File: src/rtl/router_pkt_tx.sv
// Store-and-forward packet source for the 1-in/3-out router: buffers a whole payload,
// then sends header, payload and parity on the router input while honouring busy.
module router_pkt_tx #(
  parameter int GAP_CYCLES = 2,
  parameter int CNT_W      = 16
) (
  input  logic             clock,
  input  logic             reset,
  input  logic             req_valid,
  output logic             req_ready,
  input  logic [1:0]       req_addr,
  input  logic [5:0]       req_len,
  input  logic             req_bad_par,
  input  logic [7:0]       pl_data,
  input  logic             pl_valid,
  output logic             pl_ready,
  input  logic             busy,
  output logic             pkt_valid,
  output logic [7:0]       pkt_data,
  output logic             tx_done,
  output logic             req_err,
  output logic [CNT_W-1:0] pkt_cnt
);

  localparam int GAP_W = (GAP_CYCLES > 1) ? $clog2(GAP_CYCLES) : 1;

  typedef enum logic [2:0] {
    S_IDLE, S_LOAD, S_HEADER, S_PAYLOAD, S_PARITY, S_GAP
  } state_e;

  state_e             state_q,     state_d;
  logic [1:0]         addr_q,      addr_d;
  logic [5:0]         len_q,       len_d;
  logic               bad_par_q,   bad_par_d;
  logic [7:0]         par_acc_q,   par_acc_d;
  logic [5:0]         wr_ptr_q,    wr_ptr_d;
  logic [5:0]         rd_ptr_q,    rd_ptr_d;
  logic [GAP_W-1:0]   gap_cnt_q,   gap_cnt_d;
  logic               pkt_valid_q, pkt_valid_d;
  logic [7:0]         pkt_data_q,  pkt_data_d;
  logic               tx_done_q,   tx_done_d;
  logic               req_err_q,   req_err_d;
  logic [CNT_W-1:0]   pkt_cnt_q,   pkt_cnt_d;

  logic [7:0] mem [64];
  logic       mem_we;
  logic       req_fire;
  logic       pl_fire;
  logic       gap_done;

  assign req_ready = (state_q == S_IDLE) && !reset;
  assign pl_ready  = (state_q == S_LOAD) && !reset;
  assign req_fire  = req_valid && req_ready;
  assign pl_fire   = pl_valid && pl_ready;
  assign gap_done  = (gap_cnt_q >= GAP_W'(GAP_CYCLES - 1));

  // rd_ptr_q always points at the byte to load after the one currently on pkt_data.
  always_comb begin
    // NOTE: every _d defaults to its _q first so no path through the case infers a latch.
    state_d     = state_q;
    addr_d      = addr_q;
    len_d       = len_q;
    bad_par_d   = bad_par_q;
    par_acc_d   = par_acc_q;
    wr_ptr_d    = wr_ptr_q;
    rd_ptr_d    = rd_ptr_q;
    gap_cnt_d   = gap_cnt_q;
    pkt_valid_d = pkt_valid_q;
    pkt_data_d  = pkt_data_q;
    pkt_cnt_d   = pkt_cnt_q;
    tx_done_d   = 1'b0;
    req_err_d   = 1'b0;
    mem_we      = 1'b0;

    case (state_q)
      S_IDLE: begin
        if (req_fire) begin
          if (req_len == 6'd0 || req_addr == 2'd3) begin
            req_err_d = 1'b1;
          end else begin
            addr_d    = req_addr;
            len_d     = req_len;
            bad_par_d = req_bad_par;
            par_acc_d = {req_len, req_addr};
            wr_ptr_d  = 6'd0;
            rd_ptr_d  = 6'd0;
            state_d   = S_LOAD;
          end
        end
      end
      S_LOAD: begin
        if (pl_fire) begin
          mem_we    = 1'b1;
          par_acc_d = par_acc_q ^ pl_data;
          wr_ptr_d  = wr_ptr_q + 6'd1;
          if (wr_ptr_q == len_q - 6'd1) begin
            state_d     = S_HEADER;
            pkt_valid_d = 1'b1;
            pkt_data_d  = {len_q, addr_q};
          end
        end
      end
      S_HEADER: begin
        if (!busy) begin
          state_d    = S_PAYLOAD;
          pkt_data_d = mem[0];
          rd_ptr_d   = 6'd1;
        end
      end
      S_PAYLOAD: begin
        if (!busy) begin
          if (rd_ptr_q == len_q) begin
            state_d     = S_PARITY;
            pkt_valid_d = 1'b0;
            pkt_data_d  = par_acc_q ^ {7'b0, bad_par_q};
          end else begin
            pkt_data_d = mem[rd_ptr_q];
            rd_ptr_d   = rd_ptr_q + 6'd1;
          end
        end
      end
      S_PARITY: begin
        if (!busy) begin
          state_d    = S_GAP;
          tx_done_d  = 1'b1;
          pkt_cnt_d  = pkt_cnt_q + CNT_W'(1);
          pkt_data_d = 8'h00;
          gap_cnt_d  = '0;
        end
      end
      S_GAP: begin
        if (!gap_done) begin
          gap_cnt_d = gap_cnt_q + GAP_W'(1);
        end else if (!busy) begin
          state_d = S_IDLE;
        end
      end
      default: state_d = S_IDLE;
    endcase
  end

  always_ff @(posedge clock) begin
    // NOTE: non-blocking assignments so every flop samples the pre-edge values.
    if (reset) begin
      state_q     <= S_IDLE;
      addr_q      <= '0;
      len_q       <= '0;
      bad_par_q   <= 1'b0;
      par_acc_q   <= '0;
      wr_ptr_q    <= '0;
      rd_ptr_q    <= '0;
      gap_cnt_q   <= '0;
      pkt_valid_q <= 1'b0;
      pkt_data_q  <= '0;
      tx_done_q   <= 1'b0;
      req_err_q   <= 1'b0;
      pkt_cnt_q   <= '0;
    end else begin
      state_q     <= state_d;
      addr_q      <= addr_d;
      len_q       <= len_d;
      bad_par_q   <= bad_par_d;
      par_acc_q   <= par_acc_d;
      wr_ptr_q    <= wr_ptr_d;
      rd_ptr_q    <= rd_ptr_d;
      gap_cnt_q   <= gap_cnt_d;
      pkt_valid_q <= pkt_valid_d;
      pkt_data_q  <= pkt_data_d;
      tx_done_q   <= tx_done_d;
      req_err_q   <= req_err_d;
      pkt_cnt_q   <= pkt_cnt_d;
    end
  end

  // NOTE: the payload buffer has no reset; it is always written before it is read.
  always_ff @(posedge clock) begin
    if (mem_we) mem[wr_ptr_q] <= pl_data;
  end

  assign pkt_valid = pkt_valid_q;
  assign pkt_data  = pkt_data_q;
  assign tx_done   = tx_done_q;
  assign req_err   = req_err_q;
  assign pkt_cnt   = pkt_cnt_q;

endmodule

File: config.mk
export PLATFORM = sky130hd
export DESIGN_NAME = router_pkt_tx
export DESIGN_NICKNAME = d
export VERILOG_FILES = /design/src/rtl/router_pkt_tx.sv
export SDC_FILE = /design/constraint.sdc
export NUM_CORES = 1
export LEC_CHECK = 0
export CAP_MARGIN = 40
export CORE_AREA = 4 4 291 150
export CTS_CLUSTER_DIAMETER = 200
export DETAILED_ROUTE_END_ITERATION = 8
export DIE_AREA = 0 0 295 154
export DONT_BUFFER_PORTS = 1
export PLACE_DENSITY = 0.75
export SYNTH_ARGS = -nofsm -noshare
export SYNTH_HDL_FRONTEND = slang
export SYNTH_SLANG_ARGS = --single-unit
File: constraint.sdc
create_clock -name clock -period 2.5 [get_ports clock]
set_clock_uncertainty 0.15 [all_clocks]
set_input_delay 0.625 -clock clock [delete_from_list [all_inputs] [get_ports clock]]
set_output_delay 0.625 -clock clock [all_outputs]
set_load 0.02 [all_outputs]
* After elaboration in Yosys (flattened, before gate mapping)
Memory sizes are Yosys's and may differ from the RTL's. A register that Yosys moved wholly into a read port is not among the register bits.
Cells that the tools add are included.
W data, S select, Z words.
** Storage, ports and cells
- Memories :: 1
- Bits in registers :: 60
- Logic and storage cells :: 116
- Latch bits :: 0
- Memory bits (read-only) :: 0
- Input port bits :: 22
- Output and inout bits :: 29
- Bits in writable memories :: 512
** Cells by class
- Bitwise gates (word level) :: 7
- Reductions and logical operators :: 23
- Add/subtract/negate cells :: 5
- Eq/ne operators :: 20
- $lt $le $gt $ge :: 1
- $mul :: 0
- Shifts and indexed selects :: 0
- Div/mod/pow operators :: 0
- Mux-type cells :: 46
** Memory list
- mem :: depth 64, width 8, rd ports 2, clocked after Yosys merged registers in 1, wr ports 1, line 45 : logic [7:0] mem [64];
** Operators with widths (number)
- $mux W8 :: 9
- $mux W6 :: 8
- $pmux W8 S4 :: 1
- $mux W3 :: 10
- $ne A2 B2 Y1 const B :: 11
- $pmux W3 S6 :: 1
- $pmux W6 S3 :: 1
- $add A16 B1 Y16 const B :: 1
- $pmux W8 S2 :: 1
- $add A6 B1 Y6 const B :: 2
- $eq A6 B6 Y1 :: 2
- $mux W1 :: 12
- $pmux W6 S2 :: 1
- $reduce_and A6 Y1 :: 2
- $reduce_and A10 Y1 :: 1
- $xor A8 B1 Y8 :: 1
- $xor A8 B8 Y8 :: 1
- $eq A3 B2 Y1 const B :: 2
- $eq A3 B3 Y1 const B :: 2
- $logic_not A6 Y1 :: 1
- $reduce_and A3 Y1 :: 2
- $reduce_bool A2 Y1 :: 3
- $sub A6 B1 Y6 const B :: 1
- $not A1 Y1 :: 5
- 17 further kinds :: 21

* Longest topological paths before layout
Gate-level depths: netlist of run 1.
- Depth after elaboration :: 7
- Mapped depth :: 11
- Gate-level depth less buffers :: 8

* Worst setup path after synthesis of run 1
OpenSTA, ideal clock, no wires.
- Kind :: in2reg
- Start :: in reset
- End :: reg par_acc_q[7]
- Cell stages on the path :: 8
- Setup time :: 0.128 ns
- Arrival time :: 2.881 ns
- Path slack :: -0.659 ns
- Path buffers :: 2
- Cells stage by stage :: clkbuf_1 nor4_1 o2111ai_1 a21boi_0 clkbuf_1 o21ai_0 a2bb2oi_1 nor2_1
** Between the ends
- Word-level cells in the longest chain between the ends :: 5
- Elaborated cells between the ends (all ways) :: 8
** Ends and longest elaborated chain
- start, declared :: line 8 : input logic reset,
- $logic_not A1 Y1 :: line 51 : assign req_ready = (state_q == S_IDLE) && !reset;
- $logic_and A1 B1 Y1 :: line 51
- named net req_ready :: line 10 : output logic req_ready,
- $logic_and A1 B1 Y1 :: line 53 : assign req_fire = req_valid && req_ready;
- $ne A2 B2 Y1 (no line)
- $reduce_and A4 Y1 (no line)
- end signal, assigned :: line 163 : par_acc_q <= par_acc_d;
- end, declared :: line 35 : logic [7:0] par_acc_q, par_acc_d;
The timed path passes the listed nets, and every way through them passes these cells.
A chain may end at the register's enable or synchronous reset.

==> results of run 1 <==
==> path summary, 6_finish.rpt <==
check	start	endpoint	slack (ns)
setup / recovery	flop	pkt_data[5]	-0.1
hold / removal	pl_data[7]	mem[0][7]	0.01
setup reg to reg	flop	pkt_data[5]	-0.1
hold reg to reg	gap_cnt_q	gap_cnt_q	0.32
==> cells by family after synthesis <==
kind of cell | share of synthesized area, %
compound gates | 5.55
xor+xnor | 1.43
fa+ha+maj | 0.215
buf+inv | 1.65
flops | 71.8
mux | 13.4
simple gates | 5.97
==> metrics by stage <==
stage | area (µm²) | setup WS (ns)
after global placement | 25700 | -0.157
after CTS | 27800 | -0.0398
after detailed placement | 25700 | -0.251
final | 28000 | -0.0991
after floorplan | 23400 | -0.119
after global routing | 28000 | -0.124
==> state kept, by name (all words and copies together), names as in the netlist, named ones only <==
signal / flops
mem: 512
bad_par_q: 1
wr_ptr_q: 6
pkt_valid: 1
rd_ptr_q: 6
addr_q: 2
pkt_data: 8
state_q: 3
gap_cnt_q: 1
tx_done: 1
par_acc_q: 8
req_err: 1
pkt_cnt: 16
len_q: 6
==> cell type report <==
type	count	area (µm²)
Timing Repair Buffer	254	2550
Inverter	7	28.8
Clock inverter	27	269
Sequential cell	578	16700
Clock buffer	58	1240
Tap cell	550	688
Fill cell	2597	13300
Multi-Input combinational cell	713	6510
==> worst max-delay path, cell delays in order, from the launching register on <==
cell	delay [ns]
dfxtp_2	0.35
buf_12	0.17
buf_4	0.32
mux4_2	0.25
a211oi_1	0.07
buf_4	0.16
a2111oi_1	0.84
a21oi_2	0.03
a21oi_1	0.17
==> synth_stat cells (all sizes together), types with 2 or more instances <==
cell | number | area [µm²]
or3b | 2 | 17.5
o21ai | 17 | 85.1
a211o | 2 | 17.5
nor3 | 10 | 50.1
xnor2 | 15 | 131
and2 | 7 | 43.8
o211a | 2 | 20.0
a22oi | 46 | 345
xor2 | 23 | 201
mux4 | 90 | 2030
mux2i | 106 | 1060
nand3b | 8 | 60.1
and4 | 4 | 35.0
nor3b | 10 | 75.1
nand4 | 8 | 50.1
o2111ai | 2 | 17.5
or4 | 2 | 15.0
inv | 6 | 22.5
nand4b | 2 | 17.5
nor2b | 23 | 144
nand2 | 27 | 101
edfxtp | 512 | 15400
nand3 | 11 | 55.1
clkbuf | 42 | 158
o221ai | 6 | 52.6
buf | 38 | 199
nor2 | 136 | 510
a221oi | 8 | 70.1
nor4 | 3 | 18.8
a211oi | 18 | 135
a32oi | 3 | 26.3
and3 | 6 | 37.5
o22ai | 4 | 25.0
or3 | 3 | 18.8
ha | 4 | 50.1
a2111oi | 6 | 52.6
or2 | 5 | 31.3
mux2 | 3 | 33.8
dfxtp | 66 | 1320
nor4b | 2 | 23.8
a21oi | 61 | 305
a221o | 2 | 20.0
a2bb2oi | 8 | 70.1
nand2b | 12 | 75.1
==> power by group through the flow <==
stage	combinational (mW)	sequential, mW	clock, mW
after CTS	0.482	10.5	7.48
after global placement	0.303	10.8	0
after detailed placement	0.312	10.8	0
final	0.535	10.5	7.48
after floorplan	0.225	10.7	0
after global routing	0.556	10.5	7.94
==> routing by layer <==
layer  wire, µm  vias to the layer above
met1      26400                     7205
met5         15                        -
li1           -                     5914
met2      27200                     1227
met3      12700                      110
met4       1340                        2
==> what timing repair did <==
item / CTS / global route
endpoints found under the setup margin: 11 / 80
endpoints found under the hold margin: 263 / 1
resized for setup: 38 / 28
pin swaps: 3 / 7
setup buffers: 4 / 5
gates cloned: 2 / 0
hold buffers: 26 / 6
==> results by group, run 1 <==
Setup path
  • Type of the worst setup path: flop to flop
  • CP Max Fanout: 16
  • Crit. End Element: flop
  • Startpoint types: flop
  • Worst r2r path cells: 8
  • Crit path required time: approximately 2.9 ns
  • Arrival @ worst endpoint: around 3.0 ns

Routing
  • Drt wl/cell: between 30 and 40 µm
  • DRT Wirelength: 67.6 mm
  • ANT nets after route: 0
  • DRC: 0
  • DRT iter0 DRCs: ~2600
  • Via count: between 10000 and 15000
  • Iteration count of the initial detailed-routing pass: 8
  • Routed vias/inst: between 6 and 7

Hold path
  • Worst hold path class: primary input to flop
  • WHS Path Cells: 0

Floorplan
  • Initial Util: a little under three fifths
  • Core Footprint: approximately 41000 µm²
  • I/O pin total: between 50 and 60
  • Die W: slightly below 300 µm
  • Chip Height: 154 µm
  • Die ar.: 45400 µm²
  • Row cnt: 53

GRT
  • GR Util met3: around 11%
  • Vias in the first global route: 13900
  • Met1 usage: a little under half
  • Largest net degree at the start of global routing: around 40
  • Gr ovfl total: 0
  • Initial antenna violation count: 5
  • Total Routing Usage GR: between 20 and 30%
  • First-pass GRT wire length: approximately 97 mm
  • Met2 usage in global routing: roughly 40%
  • GR peak layer: met1

Power
  • Clock power frac: between 40% and 50%
  • LEAKAGE: roughly 9 nW
  • Sw Share: 20.5%
  • Pint: approximately 15 mW
  • Comb power frac: under 10%
  • Tot Pwr: 18.6 mW
  • P_sw: roughly 3.8 mW
  • Worst VDD drop: just under 0.0007 V
  • PwrDens: 663 nW/µm²
  • Register share of total power: between 50% and 60%

Timing
  • Peak Freq: between 0.3 and 0.4 GHz
  • Setup TNS: -0.360 ns
  • Pins over their slew limit: 0
  • Min Hold Slack: about 0.010 ns
  • Worst relative slew slack: about a third
  • Setup violations, final: 6
  • Slew at the pin with the worst max-slew slack: 0.985 ns
  • Fin crit share: 104%
  • Final worst slack: -0.0991 ns
  • RSZ-0062 raised after global routing: true
  • Fin. Hold Viols: 0
  • Final worst path period need: approximately 2.6 ns

Yosys
  • Post-Synthesis Cells: about 1400
  • Synth Register Bits: between 500 and 600
  • Post-synthesis sequential area ratio: between 70% and 80%
  • Yosys warning total: 0
  • Synth unique cells: between 50 and 60
  • Main flop type after synthesis: edfxtp_1
  • Syn_area_per_cell: about 17 µm²
  • Asr flop ratio synth: 0%
  • Net Count, Synth: approximately 1400
  • Synthesized cell area: between 20000 and 25000 µm²
  • EDFF count, synth: 512

Placed design
  • # placed instances: 2060
  • Post-DP HPWL: slightly above 40 mm
  • Gpl congestion: between 0.9 and 1
  • IO Port Bufs: 0

Final layout
  • Fraction of layout cells with a size suffix above 1: approximately 28%
  • Diodes inserted: 0
  • Finished Layout Cells: roughly 2200
  • Most frequent cells in the layout: edfxtp_1, buf_4, nor2_1, mux2i_1, mux4_2
  • Most common cell after layout, fill and taps aside: edfxtp_1
  • Final core occ: between 60% and 70%
  • Final net count: 1627
  • Area growth from synthesis to layout: 20.3%

Clock tree
  • TritonCTS Buffers: between 40 and 50
  • Worst-Skew Late Latency: approximately 0.6 ns
  • Clk slew on worst S/H paths: approximately 0.07 ns
  • H-tree levels: 2
  • CTS tree: built
  • TritonCTS Sinks: about 580
  • Clk root buf: clkbuf_16
  • Longest Clk Path Bufs: 3

Run
  • Max Cap Viol: 0

Status
  • Failing checks: negative setup slack
  • Status: complete, but fails checks
Power figures use the tool's default switching activity.
==> inputs of run 2 (changes only) <==
--- a/config.mk
+++ b/config.mk
@@ -6,12 +6,12 @@
 export NUM_CORES = 1
 export LEC_CHECK = 0
 export CAP_MARGIN = 40
-export CORE_AREA = 4 4 291 150
+export CORE_AREA = 4 4 277 143
 export CTS_CLUSTER_DIAMETER = 200
 export DETAILED_ROUTE_END_ITERATION = 8
-export DIE_AREA = 0 0 295 154
+export DIE_AREA = 0 0 281 147
 export DONT_BUFFER_PORTS = 1
-export PLACE_DENSITY = 0.75
+export PLACE_DENSITY = 0.79
 export SYNTH_ARGS = -nofsm -noshare
 export SYNTH_HDL_FRONTEND = slang
 export SYNTH_SLANG_ARGS = --single-unit
==> constraint.sdc (replaced) <==
create_clock -name clock -period 2.9 [get_ports clock]
set_clock_uncertainty 0.15 [all_clocks]
set_input_delay 0.725 -clock clock [delete_from_list [all_inputs] [get_ports clock]]
set_output_delay 0.725 -clock clock [all_outputs]
set_load 0.02 [all_outputs]
==> run 2 against run 1 <==
The flow now finishes without violations. Total power down 14%. First-iteration DRC count down 11%. Die area down 9.1%. Setup slack better by 0.11 ns. Final cell count down 7.3%. Register-to-register slack better by 0.11 ns. Highest routed layer is now met4.
==> results by group, run 2 (synthesis results as in run 1) <==
Status
  • Status: completed

Routing
  • DRT Wirelength: 58.8 mm (-13%)
  • DRC: 0 (unchanged)
  • ANT nets after route: 0 (unchanged)
  • Routed vias/inst: 6.77 (+2.5%)
  • Drt wl/cell: 29.0 µm (-6.1%)
  • Iteration count of the initial detailed-routing pass: 6 (-2)
  • DRT iter0 DRCs: 2345 (-11%)
  • Via count: 13700 (-5.0%)

Clock tree
  • Longest Clk Path Bufs: 3 (unchanged)
  • Clk root buf: clkbuf_16
  • Worst-Skew Late Latency: 0.58 ns (about the same)
  • CTS tree: built
  • H-tree levels: 2 (unchanged)
  • TritonCTS Buffers: 48 (+2.1%)
  • TritonCTS Sinks: 578 (unchanged)
  • Hold Buf Count CTS: 0 (-100%)
  • Clk slew on worst S/H paths: 0.07 ns (about the same)

Final layout
  • Diodes inserted: 0 (unchanged)
  • Fraction of layout cells with a size suffix above 1: 21.2% (-6.8 points)
  • Max reg flops: 512 (unchanged)
  • Most frequent cells in the layout: edfxtp_1, nor2_1, buf_4, mux2i_1, mux4_2
  • Fin area: 26400 µm² (-5.7%)
  • Final net count: 1523 (-6.4%)
  • Final core occ: 71.1% (+3.4 points)
  • Most common cell after layout, fill and taps aside: edfxtp_1
  • Area growth from synthesis to layout: 13.5%
  • Largest reg by FF count: mem

Power
  • PwrDens: 601 nW/µm² (-9.3%)
  • LEAKAGE: 8.39 nW (-7.2%)
  • Worst VDD drop: 0.000374 V (-45%)

Setup path
  • Crit path required time: 3.26 ns (+0.40 ns)
  • Crit. End Element: flop
  • Type of the worst setup path: flop to flop
  • Worst r2r path cells: 8 (unchanged)
  • Worst path slowest cell: nor3_1
  • CP Max Fanout: 41 (+25)
  • Crit-path cells: buf_12 -> buf_4 -> mux2i_1 -> a22oi_1 -> a21oi_1 -> nor3_1 -> a221oi_1 -> a21oi_1
  • CP max stage delay: 0.72 ns (-0.12 ns)
  • Most common cell on crit path: a21oi_1
  • Startpoint types: flop
  • Arrival @ worst endpoint: 3.25 ns (+0.29 ns)
  • Setup slack, reg-to-reg: 0.01 ns (+0.11 ns)

Floorplan
  • Die ar.: 41300 µm² (-9.1%)
  • Initial Util: 62.7% (+6.4 points)
  • Die W: 281 µm (-4.7%)
  • Row cnt: 50 (-5.7%)
  • Chip Height: 147 µm (-4.5%)
  • I/O pin total: 51 (unchanged)
  • Core Footprint: 37100 µm² (-10%)

Timing
  • Setup violations, final: 0 (-6)
  • Min Hold Slack: 0.0641 ns (+0.0537 ns)
  • Slew at the pin with the worst max-slew slack: 0.881 ns (-0.105 ns)
  • RSZ-0062 raised after global routing: false
  • Setup TNS: 0 ns (+0.360 ns)
  • Peak Freq: 0.346 GHz (-10%)
  • Fin. Hold Viols: 0 (unchanged)
  • Pins over their slew limit: 0 (unchanged)
  • Final worst path period need: 2.89 ns (+0.288 ns)
  • Fin crit share: 99.6% (-4.4 points)
  • Worst relative slew slack: 40.8% (+6.7 points)

Placed design
  • Post-DP HPWL: 35.7 mm (-11%)
  • Gpl congestion: 0.892 (-6.3%)
  • Area after DPL: 24800 µm² (-3.6%)
  • IO Port Bufs: 0 (unchanged)

GRT
  • Largest net degree at the start of global routing: 67 (+63%)
  • Initial antenna violation count: 0 (-5)
  • Total Routing Usage GR: 28.8% (-0.91 points)
  • First-pass GRT wire length: 88.1 mm (-8.9%)
  • Vias in the first global route: 13700 (-1.7%)
  • Gr ovfl total: 0 (unchanged)

Run
  • Max Cap Viol: 0 (unchanged)

Hold path
  • WHS Path Cells: 1 (+1)
  • Worst hold path class: primary input to flop
==> run 2: changes by cell type in the layout (fill, tap and decap cells not counted), moves of 7 or more <==
cell / change
buf_4: -43
nor2_1: +20
a211oi_2: -10
buf_12: -28
dlygate4sd3_1: -26
buf_6: -7
nor2_2: -19
a211oi_1: +10
==> run 2: timing repair <==
action / in CTS / in global routing
resized for setup: 0 / 2
setup buffers: 0 / 6
setup endpoints to repair: 0 / 5
==> run 2: layout make-up <==
type / count / area [µm²]
fillers: 2134 / 10700
repair buffers: 149 / 1260
inverters: 7 / 26.3
well taps: 494 / 618
clock buffers: 60 / 1300
multi-input cells: 713 / 6220
flip-flops and latches: 578 / 16700
clock inverters: 26 / 262
==> run 2: routing by layer <==
metal  GRT usage [%]  vias up  wire (µm)
met2            44.7      959      27500
li1                -     5694          -
met1            40.7     6951      21600
met3            8.37      128       7950
met5               0        -          0
met4            8.30        0       1690
==> run 2: critical path: cells and delay by family (launching register included) <==
kind	cells	cell delay, ns
mux	1	0.10
simple gates	1	0.72
compound gates	4	0.82
flops	1	0.41
buf+inv	2	0.57
==> run 2: final timing paths <==
| kind | start | end |
|---|---|---|
| max reg2reg | flop | pkt_data[5] |
| min | reset | pkt_valid |
| min reg2reg | gap_cnt_q | gap_cnt_q |
| max | flop | pkt_data[5] |
==> run 2: where the power goes <==
| part | internal [mW] | total [mW] | switching, mW |
|---|---|---|---|
| clock network | 3.62 | 6.54 | 2.92 |
| registers | 9.06 | 9.09 | 0.0270 |
| logic | 0.102 | 0.239 | 0.136 |
| total | 12.8 | 15.9 | 3.08 |
==> run 2: through the flow <==
step	worst slack [ns]	std cells	total power [mW]
floorplan	0.0560	1378	9.45
global placement	0.0968	1933	9.49
detailed placement	0.0632	1935	9.50
CTS	0.0333	2021	15.9
global route	0.0165	2027	16.3
finish	0.0128	2027	15.9
==> RTL change: new RTL, settings of run 2 <==
Put one more register stage on the output `req_err`. The value now appears one clock later. The other outputs are not delayed to match.
--- a/src/rtl/router_pkt_tx.sv
+++ b/src/rtl/router_pkt_tx.sv
@@ -180,7 +180,9 @@
   assign pkt_valid = pkt_valid_q;
   assign pkt_data  = pkt_data_q;
   assign tx_done   = tx_done_q;
-  assign req_err   = req_err_q;
+  always_ff @(posedge clock) begin
+    req_err <= req_err_q;
+  end
   assign pkt_cnt   = pkt_cnt_q;
 
 endmodule
Behaviour: not the same (Yosys sat finds a counterexample within 4 cycles, from zero or initial values and one cycle with reset high).
==> RTL change against run 2 <==
Wire length down 0.41%. Synthesized area about the same. Largest cell class unchanged. Critical path depth unchanged. Design area up 0.38%. Power up 0.20%. Cell count up 0.89%. Highest routed layer is now met5. Sequential cell count up 1. Count of clock-buffer cells in the layout up 5. Worst setup slack better by 0.095 ns.
==> RTL change: results (changes against run 2) <==
- Clk Latency, worst-skew pair: 0.58 ns (about the same)
- Hold path startpoint: reset (unchanged)
- Largest net degree at the start of global routing: 67 (unchanged)
- Worst hold stages: 1 (unchanged)
- Cells on worst reg2reg path: 8 (unchanged)
- Avg Cell Area, Syn: 16.88 sq um (about the same)
- Relative slew slack: 41.48% (was 40.84%)
- Delay-heaviest family, CP: compound AO/OA/AOI/OAI gates (unchanged)
- Placed cell areas: 24830 sq um (was 24770 sq um)
- Fill cells: 2137 (was 2134)
- CP Max Fanout: 42 (was 41)
- Layout Cells excl Fill: 2045 (was 2027)
- Area contributors post-synth: edfxtp_1, mux4_2, dfxtp_1 (unchanged)
- WHS Endpoint: addr_q[0]$_SDFFE_PP0P_ (was pkt_valid$_SDFFE_PP0P_)
- Worst path slowest cell: a2111oi_0 (was nor3_1)
- GPL Wtd Cong: 0.8639 (was 0.8923)
- Clock transition time at the flip-flop clock pins of the worst setup and hold paths: 0.07 ns (about the same)
- Share of post-route cells with drive strength above 1: 22.31% (was 21.20%)
- Ys Warns: 0 (unchanged)
- Syn nets: 1405 (was 1404)
- DRT iter0 DRCs: 2050 (was 2345)
- Worst hold-check path type: input pin to register (unchanged)
- WL final: 58.56 mm (was 58.80 mm)
- Status: finished clean (unchanged)
- GRT Overall Usage: 28.49% (was 28.84%)
- First-pass DRT Iterations: 6 (unchanged)
- Lkg Pwr: 8.475 nW (was 8.386 nW)
- HPWL Detailed: 36.07 mm (was 35.71 mm)
- Number of flip-flops in the largest register: 512 (unchanged)
- Via-per-instance ratio: 6.792 (was 6.775)
- Biggest register: mem (unchanged)
- Max VDD drop: 435.3 uV (was 373.9 uV)
- Crit Reg-Reg Endpoint: pkt_data[5]$_SDFFE_PP0P_ (unchanged)
- Setup WS pre-CTS: -0.01370 ns (was 0.06324 ns)
- First-pass GRT wire length: 87.00 mm (was 88.11 mm)
- Layout Nets: 1540 (was 1523)
- Post-synth EDFFs: 512 (unchanged)
- # port buffers: 0 (unchanged)
- Sequential element share of the synthesized area: 71.80% (was 71.77%)
- WP data arrival: 3.15 ns (was 3.25 ns)
- Number of global-route vias before repair: 13680 (was 13670)
- Antenna violations before repair: 2 (was 0)
- Top post-synthesis cells by count: edfxtp_1, nor2_1, mux2i_1, mux4_2, dfxtp_1 (unchanged)
- Hold slack: 0.05653 ns (was 0.06412 ns)
- Inst Count DP: 1949 (was 1935)
- Predominant post-synthesis flop cell: edfxtp_1 (unchanged)
- H-tree levels: 2 (unchanged)
- Internal reg-to-reg setup slack: 0.11 ns (was 0.01 ns)
- Num CTS Buffers: 48 (unchanged)
RTL change: repair_timing:
action	4_1_cts	5_1_grt
gates resized for setup	3	1
endpoints found under the setup margin	3	4
setup buffers	0	8
RTL change: area by class of cell:
cell class / instances / area [sq um] / area share, %
clock buffers: 65 / 1368 / 5.162
clock inverters: 22 / 215.2 / 0.8123
inverters: 7 / 26.28 / 0.09917
multi-input cells: 713 / 6218 / 23.47
flip-flops and latches: 579 / 16720 / 63.13
well taps: 494 / 618.1 / 2.333
repair buffers: 165 / 1324 / 4.996
RTL change: logic make-up (layout without fill, tap and decap cells):
kind of cell / Yosys count / count (layout) / synth area share, %
DFF: 579 / 579 / 71.80
muxes: 199 / 199 / 13.41
buffers and inverters: 87 / 259 / 1.644
AOI/OAI and AO/OA: 190 / 190 / 5.541
and+or+nand+nor: 282 / 282 / 5.965
xor gates and xnor gates: 38 / 38 / 1.429
adders and majority gates: 4 / 4 / 0.2150
RTL change: power breakdown:
group          total, mW  switching, mW  internal (mW)
combinational      0.237          0.136          0.101
sequential          9.10         0.0280           9.07
clock               6.56           2.89           3.66
total               15.9           3.06           12.8
RTL change: worst reg2reg max path: stages (launching register included):
cell and delay (ns):
dfxtp_4 0.39, buf_12 0.27, buf_4 0.30, mux4_2 0.24, mux4_2 0.29, nor2b_1 0.06
a2111oi_0 0.71, a21oi_1 0.09, a21oi_1 0.21
RTL change: worst max path at each step:
stage | startpoint | endpoint | slack [ns]
CTS | register | pkt_data[4]$_SDFFE_PP0P_ | 0.03
global placement | register | pkt_data[6]$_SDFFE_PP0P_ | 0.06
global route | register | pkt_data[4]$_SDFFE_PP0P_ | 0.06
floorplan | reset | mem[61][0]$_DFFE_PP_ | 0.06
detailed placement | register | pkt_data[7]$_SDFFE_PP0P_ | -0.01
finish | register | pkt_data[5]$_SDFFE_PP0P_ | 0.11
RTL change: layer usage:
metal,global-route usage (%),wire [um],vias to the layer above,share of wire (%)
met1,40.34,21730,6980,37
li1,-,-,5746,-
met2,44.95,27090,1009,46
met5,0,19,-,0.032
met4,8.348,1966,2,3.4
met3,6.940,7756,153,13
